[src/rtl/oflow_core_seq_ctrl.sv]
// Frame/set sequencer for the optical-flow core: splits a frame's bboxes into PE-sized sets,
// then runs either a direct write or conflict resolution + write. OFLOW_CR_WATCHDOG_EN adds a CR timeout.
module oflow_core_seq_ctrl #(
    parameter int unsigned PE_NUM     = 24,
    parameter int unsigned BBOX_W     = 7,
    parameter int unsigned FRAME_W    = 8,
    parameter int unsigned CR_TIMEOUT = 1023
) (
    input  logic                        clk,
    input  logic                        reset_N,
    input  logic                        start,
    input  logic                        abort,
    input  logic                        new_frame,
    input  logic [BBOX_W-1:0]           num_of_bbox_in_frame,
    input  logic                        new_set_from_dma,
    input  logic                        done_pe,
    input  logic                        done_cr,
    input  logic                        conflict_counter_th,
    input  logic                        done_write,
    output logic                        ready_new_frame,
    output logic                        ready_new_set,
    output logic                        start_pe,
    output logic                        start_cr,
    output logic                        start_write_mem,
    output logic                        start_write_score,
    output logic                        valid_id,
    output logic [$clog2(PE_NUM+1)-1:0] pe_count,
    output logic [BBOX_W-1:0]           num_of_sets,
    output logic [BBOX_W-1:0]           set_idx,
    output logic [BBOX_W-1:0]           counter_of_remain_bboxes,
    output logic [FRAME_W-1:0]          frame_num,
    output logic                        busy,
    output logic                        error
);

    localparam int unsigned PC_W = $clog2(PE_NUM + 1);

    localparam logic [2:0] S_IDLE       = 3'd0;
    localparam logic [2:0] S_WAIT_FRAME = 3'd1;
    localparam logic [2:0] S_SET_VARS   = 3'd2;
    localparam logic [2:0] S_WAIT_SET   = 3'd3;
    localparam logic [2:0] S_PE         = 3'd4;
    localparam logic [2:0] S_CR         = 3'd5;
    localparam logic [2:0] S_WRITE      = 3'd6;

    logic [2:0]        state;
    logic [2:0]        state_nx;
    logic [BBOX_W-1:0] n_lat;
    logic              cr_timeout;
    logic              more_sets;

`ifdef OFLOW_CR_WATCHDOG_EN
    localparam int unsigned CNT_W = $clog2(CR_TIMEOUT + 1);
    logic [CNT_W-1:0] cr_cnt;

    // Held at zero outside CR, so it restarts on every CR entry.
    always_ff @(posedge clk or negedge reset_N) begin
        if (!reset_N)
            cr_cnt <= '0;
        else if (state != S_CR)
            cr_cnt <= '0;
        else
            cr_cnt <= cr_cnt + CNT_W'(1);
    end

    assign cr_timeout = (state == S_CR) && (cr_cnt == CNT_W'(CR_TIMEOUT - 1));
`else
    assign cr_timeout = 1'b0 && (CR_TIMEOUT != 0);
`endif

    assign busy            = (state != S_IDLE);
    assign ready_new_frame = (state == S_WAIT_FRAME);
    assign ready_new_set   = (state == S_WAIT_SET);
    assign more_sets       = (32'(set_idx) + 1) < 32'(num_of_sets);

    always_comb begin
        state_nx          = state;
        start_pe          = 1'b0;
        start_cr          = 1'b0;
        start_write_mem   = 1'b0;
        start_write_score = 1'b0;
        valid_id          = 1'b0;
        if (abort) begin
            state_nx = S_IDLE;
        end else begin
            case (state)
                S_IDLE: begin
                    if (start)
                        state_nx = S_WAIT_FRAME;
                end
                S_WAIT_FRAME: begin
                    if (new_frame && (num_of_bbox_in_frame != '0))
                        state_nx = S_SET_VARS;
                end
                S_SET_VARS: begin
                    state_nx = S_WAIT_SET;
                end
                S_WAIT_SET: begin
                    if (new_set_from_dma) begin
                        start_pe = 1'b1;
                        state_nx = S_PE;
                    end
                end
                S_PE: begin
                    if (done_pe) begin
                        if (more_sets) begin
                            state_nx = S_WAIT_SET;
                        end else if (frame_num == '0) begin
                            start_write_mem   = 1'b1;
                            start_write_score = 1'b1;
                            state_nx          = S_WRITE;
                        end else begin
                            start_cr = 1'b1;
                            state_nx = S_CR;
                        end
                    end
                end
                S_CR: begin
                    if (done_cr) begin
                        start_write_mem   = 1'b1;
                        start_write_score = 1'b1;
                        valid_id          = 1'b1;
                        state_nx          = S_WRITE;
                    end else if (conflict_counter_th || cr_timeout) begin
                        state_nx = S_IDLE;
                    end
                end
                S_WRITE: begin
                    if (done_write)
                        state_nx = S_WAIT_FRAME;
                end
                default: state_nx = S_IDLE;
            endcase
        end
    end

    always_ff @(posedge clk or negedge reset_N) begin
        if (!reset_N) begin
            state                    <= S_IDLE;
            n_lat                    <= '0;
            pe_count                 <= '0;
            num_of_sets              <= '0;
            set_idx                  <= '0;
            counter_of_remain_bboxes <= '0;
            frame_num                <= '0;
            error                    <= 1'b0;
        end else begin
            state <= state_nx;
            if (!abort) begin
                case (state)
                    S_IDLE: begin
                        if (start) begin
                            frame_num <= '0;
                            error     <= 1'b0;
                        end
                    end
                    S_WAIT_FRAME: begin
                        if (new_frame) begin
                            n_lat <= num_of_bbox_in_frame;
                            if (num_of_bbox_in_frame == '0)
                                frame_num <= frame_num + FRAME_W'(1);
                        end
                    end
                    S_SET_VARS: begin
                        num_of_sets              <= BBOX_W'((32'(n_lat) + PE_NUM - 1) / PE_NUM);
                        counter_of_remain_bboxes <= n_lat;
                        set_idx                  <= '0;
                    end
                    S_WAIT_SET: begin
                        if (new_set_from_dma) begin
                            if (32'(counter_of_remain_bboxes) < PE_NUM)
                                pe_count <= PC_W'(counter_of_remain_bboxes);
                            else
                                pe_count <= PC_W'(PE_NUM);
                        end
                    end
                    S_PE: begin
                        if (done_pe) begin
                            counter_of_remain_bboxes <= counter_of_remain_bboxes - BBOX_W'(pe_count);
                            set_idx                  <= set_idx + BBOX_W'(1);
                        end
                    end
                    S_CR: begin
                        if (!done_cr && (conflict_counter_th || cr_timeout))
                            error <= 1'b1;
                    end
                    S_WRITE: begin
                        if (done_write)
                            frame_num <= frame_num + FRAME_W'(1);
                    end
                    default: ;
                endcase
            end
        end
    end

endmodule

[config.mk]
export PLATFORM = sky130hd
export DESIGN_NAME = oflow_core_seq_ctrl
export DESIGN_NICKNAME = d
export VERILOG_FILES = /design/src/rtl/oflow_core_seq_ctrl.sv
export SDC_FILE = /design/constraint.sdc
export NUM_CORES = 1
export LEC_CHECK = 0
export ABC_AREA = 1
export BUFFER_PORTS_ARGS = -buffer_cell sky130_fd_sc_hd__buf_2
export CAP_MARGIN = 20
export CORE_UTILIZATION = 55
export DETAILED_ROUTE_END_ITERATION = 8
export PLACE_DENSITY = 0.77
export SETUP_SLACK_MARGIN = 0.02
export SLEW_MARGIN = 20
export SYNTH_ARGS = -nofsm -noshare
export SYNTH_HDL_FRONTEND = slang
export SYNTH_SLANG_ARGS = --single-unit
[constraint.sdc]
create_clock -name clk -period 2.2 [get_ports clk]
set_input_delay 0.33 -clock clk [delete_from_list [all_inputs] [get_ports clk]]
set_output_delay 0.33 -clock clk [all_outputs]
set_load 0.02 [all_outputs]
* Word-level counts from Yosys, hierarchy flattened *
Cells that the tools add are included.

word-level totals
  word-level logic and storage cells = 94
  register bits = 45
  input port bits = 17

cells by class
  div/mod/pow operators = 1
  equal/unequal tests = 18
  add/sub/neg operators = 6
  multiplexer cells = 40
  bitwise operators = 1
  reduce and logical (&&, ||, !) cells = 18
  order comparisons = 2

operator list
  cell                   count
  $div 32x5->32 const B  1
  $mux 8                 4
  $pmux 7 s2             2
  $mux 3                 9
  $pmux 8 s3             1
  $pmux 3 s7             1
  $mux 1                 17
  $mux 7                 2
  $ne 3x3->1 const B     4
  $reduce_and 6->1       2
  $ne 2x2->1 const B     5
  $eq 3x3->1 const B     3
  $reduce_and 3->1       3
  $sub 8x1->9 const B    1
  $add 7x1->8 const B    1
  $add 7x5->8 const B    1
  $add 8x1->8 const B    1
  $logic_not 8->1        1
  $lt 8x7->1             1
  $add 7x1->7 const B    1
  $logic_not 7->1        1
  $lt 7x5->1 const B     1
  $reduce_bool 7->1      1
  $sub 7x5->7            1
  16 further kinds       21

* Depth between registers and ports, before layout *
  word-level depth = 6
  depth in mapped cells = 17

* Worst setup path before layout *
Ideal clock, no wire load.

  kind = reg-to-output
  start point = reg set_idx[0]
  end point = out start_write_score
  buffers on the path = 1
  stages on the path, launching flop included = 13
  arrival = 2.264 ns
  setup slack = -0.394 ns
  path through = dfrtp_1 nand3_1 nor2_1 inv_1 nand2_1 inv_1 ha_1 nand2_1 o21a_1 nand2_1 nand4_1 a21oi_1 buf_4

between the ends
  cells in the longest elaborated chain, start to end = 6

ends and longest elaborated chain
  what                      line  RTL
  start: declaration        29    output logic [BBOX_W-1:0] set_idx,
  start signal: assignment  180   set_idx <= set_idx + BBOX_W'(1);
  $add 7x1->8               74    assign more_sets = (32'(set_idx) + 1) < 32'(num_of_sets);
  $lt 8x7->1                74
  $mux 1 (2 in series)      --
  $pmux 1 s2                --
  $mux 1                    --
  end: declaration          25    output logic start_write_score,

Every way passes these cells.

* Worst setup path in the final report *
  start point = reg set_idx[1]
  end point = out start_write_mem

between the ends
  cells in the longest elaborated chain, start to end = 6

ends and longest elaborated chain
  what              line  RTL
  $add 7x1->8       74
  $lt 8x7->1        74
  $mux 1            106   if (more_sets) begin
  $mux 1            105   if (done_pe) begin
  $pmux 1 s2        86    case (state)
  $mux 1            83    if (abort) begin
  end: declaration  24    output logic start_write_mem,

Every way passes these cells.

==> impl_metrics.yaml <==
synth:
  synth_warnings: 0
  synth_edf_count: 0
  synth_cells: 382
  synth.most_common_cell: "nand2_1"
  netlist_area_um2: 2814
  yosysTopAreaCellShare: 0.3735
  synthArstFlopShare: 1.000
  yosys-top-cells-area: "dfrtp_1, nand2_1, inv_1"
  seq_area_frac_synth: 0.3735
  synth-seq-cells: 42
  synth.distinct_cells: 37
  synth_top_cells_by_count: "nand2_1, inv_1, dfrtp_1"
  avgSynthCellArea_um2: 7.366
  synthFlopType: "dfrtp_1"
  post-synth-top-area-cell: "dfrtp_1"
floorplan:
  ios: 60
  dieWidth_um: 73.53
  dieArea_um2: 5407
  initial_core_util: 0.5842
  die_h_um: 73.53
  num_rows: 25
  core_um2: 4817
routing:
  firstDrtPassIters: 5
  routed_wl_mm: 6.699
  ant_nets: 0
  num_vias: 2736
  drtIter0Drc: 145
  drc: 0
  routedWlPerCell_um: 12.76
  via_per_inst: 5.211
setup_path:
  r2r_start: "n_lat[0]"
  crit_required_ns: 1.87
  worst_setup_path_end_kind: "primary output"
  r2r_end: "num_of_sets[0]"
  cp.arrival_ns: 2.09
  r2r_slack_ns: 0.12
  start_kind: "register"
  path_max_fanout: 4
  setup.worst_path.class: "reg2out"
  reg2reg_depth: 17
sta:
  fin_crit_ns: 2.417
  fmax_mhz: 413.7
  min_period_over_period: 1.099
  max_slew.worst_pin.slew_ns: 0.5730
  maxSlewViolCount: 0
  relSlewSlack: 0.6180
  hold_viol_final: 0
  worst_hold_slack_ns: 0.01385
  setup_ws_ns: -0.2171
  grt_setup_unrepaired: "true"
  setup_viol: 3
  finalClockSkew_ns: 0.005212
worst_hold_path:
  hp-class: "in2async"
layout:
  fin_nets: 488
  fin_area_um2: 3491
  synthToLayoutAreaGrowth_pct: 24.06
  insertedDiodeCount: 0
  fillers: 430
  final_layout_size_suffix_gt1_frac: 0.2882
power_and_ir_drop:
  p_leak_nw: 1.831
  ir_drop_v: 0.0006311
  powerDensity_nw_per_um2: 1328
global_routing:
  track_usage: 0.2643
  grt_pass1_wl_mm: 11.04
  grt_pass1_vias: 2457
  grt_overflow: 0
  grt_max_degree: 26
  antenna_found_initial: 0
placed_design:
  pre_cts_ws_ns: -0.01215
  place_hpwl_mm: 4.969
  place.gp.congestion: 0.8542
  io_buffers: 56
  placed_area_um2: 3257
job:
  maxCapViolations: 0
outcome:
  violations: "negative setup slack"
  outcome: "finished, violations left"
cts:
  cts.sinks: 42
  cts_max_level: 2
  path_clk_slew_ns: 0.09
  root_buffer: "clkbuf_8"
  cts_tree: "yes"
  clock_path_buffers: 2
  cts-buffers-inserted: 5
  clock_latency_ns: 0.30
  hold_buffers: 0
stage by stage:
stage | instances | setup TNS (ns) | utilization | power, mW
2_1_floorplan | 384 | -0.1009 | - | 3.094
3_3_place_gp | 511 | 0 | 0.6761 | 3.746
3_5_place_dp | 511 | -0.02410 | 0.6761 | 3.833
4_1_cts | 523 | -0.6128 | 0.7153 | 4.531
5_1_grt | 525 | -1.109 | 0.7247 | 5.060
6_report | 525 | -0.6439 | 0.7247 | 4.636
worst max path at each step:
stage | start | end | cells past startpoint
2_1_floorplan | set_idx[0] | start_write_score | 12
4_1_cts | set_idx[1] | start_write_mem | 9
3_3_place_gp | set_idx[1] | start_write_mem | 12
5_1_grt | set_idx[1] | start_cr | 13
3_5_place_dp | set_idx[1] | start_write_score | 12
6_report | set_idx[1] | start_write_mem | 9
repair_timing:
action	in CTS	in global routing
pin swaps	9	6
resized for setup	11	12
setup buffers	4	2
endpoints found under the setup margin	4	6
sequential cells by signal (all words and copies together) (netlist names):
name and flops:
frame_num 8, counter_of_remain_bboxes 7, n_lat 7, set_idx 7
pe_count 5, num_of_sets 4, state 3, error 1
metal layers:
| metal | part of all wire | vias up | global-route usage | wire (um) |
|---|---|---|---|---|
| met1 | 0.47 | 1256 | 0.3654 | 3157 |
| met3 | 0.048 | 6 | 0.04664 | 322 |
| met2 | 0.47 | 97 | 0.4230 | 3155 |
| met5 | 0 | - | 0 | 0 |
| met4 | 0.0094 | 0 | 0.07906 | 63 |
| li1 | - | 1377 | - | - |
placed cells by master, fill, tap and decap left out, types with 3 or more instances in the layout:
| master | Yosys | routed |
|---|---|---|
| nor3_1 | 5 | 5 |
| nor2_4 | 4 | 4 |
| nor2_1 | 29 | 27 |
| buf_4 | 4 | 19 |
| nand2_2 | 4 | 13 |
| clkbuf_8 | 0 | 5 |
| conb_1 | 1 | 3 |
| nand4_1 | 8 | 8 |
| ha_1 | 13 | 10 |
| buf_2 | 2 | 53 |
| inv_1 | 63 | 60 |
| dfrtp_1 | 42 | 38 |
| nand2_1 | 85 | 76 |
| nand3_2 | 0 | 3 |
| nand3_1 | 26 | 23 |
| xor2_1 | 7 | 6 |
| o21ai_0 | 37 | 37 |
| nor2_2 | 2 | 4 |
| o22ai_2 | 3 | 3 |
| o211ai_1 | 4 | 4 |
| inv_2 | 5 | 8 |
| dfrtp_2 | 0 | 4 |
| clkinv_2 | 1 | 3 |
| o31ai_1 | 3 | 3 |
| a21oi_1 | 15 | 14 |
cell type report:
cell class	instances	area, um2	share of cell area
Sequential cell	42	1056	0.3025
Clock buffer	5	68.82	0.01971
Timing Repair Buffer	74	430.4	0.1233
Clock inverter	3	40.04	0.01147
Multi-Input combinational cell	265	1551	0.4444
Inverter	69	260.3	0.07455
Tap cell	67	83.83	0.02401
cell families after synthesis:
kind of cell,after synthesis,share of synthesized area
AND/OR/NAND/NOR,166,0.2672
buffers and inverters,77,0.1094
AO/OA/AOI/OAI,73,0.1556
flip-flops,42,0.3735
adder cells (fa/ha/maj),14,0.06492
XOR/XNOR,9,0.02801
other,1,0.001333
worst max-delay path, cell delays in order (launching register included):
cell	delay [ns]
dfrtp_2	0.45
ha_4	0.18
xor2_2	0.15
ha_1	0.29
nand2_2	0.05
o21a_1	0.17
nand2_2	0.06
nand4_1	0.12
a21oi_4	0.18
buf_6	0.14
report_power, final:
part / switching, mW / total (mW) / internal (mW) / leakage, nW
registers: 0.290 / 1.33 / 1.04 / 0.534
clock network: 0.283 / 0.618 / 0.334 / 0.0579
logic: 1.68 / 2.68 / 1.00 / 1.24
(Power assumes the default switching activity.)
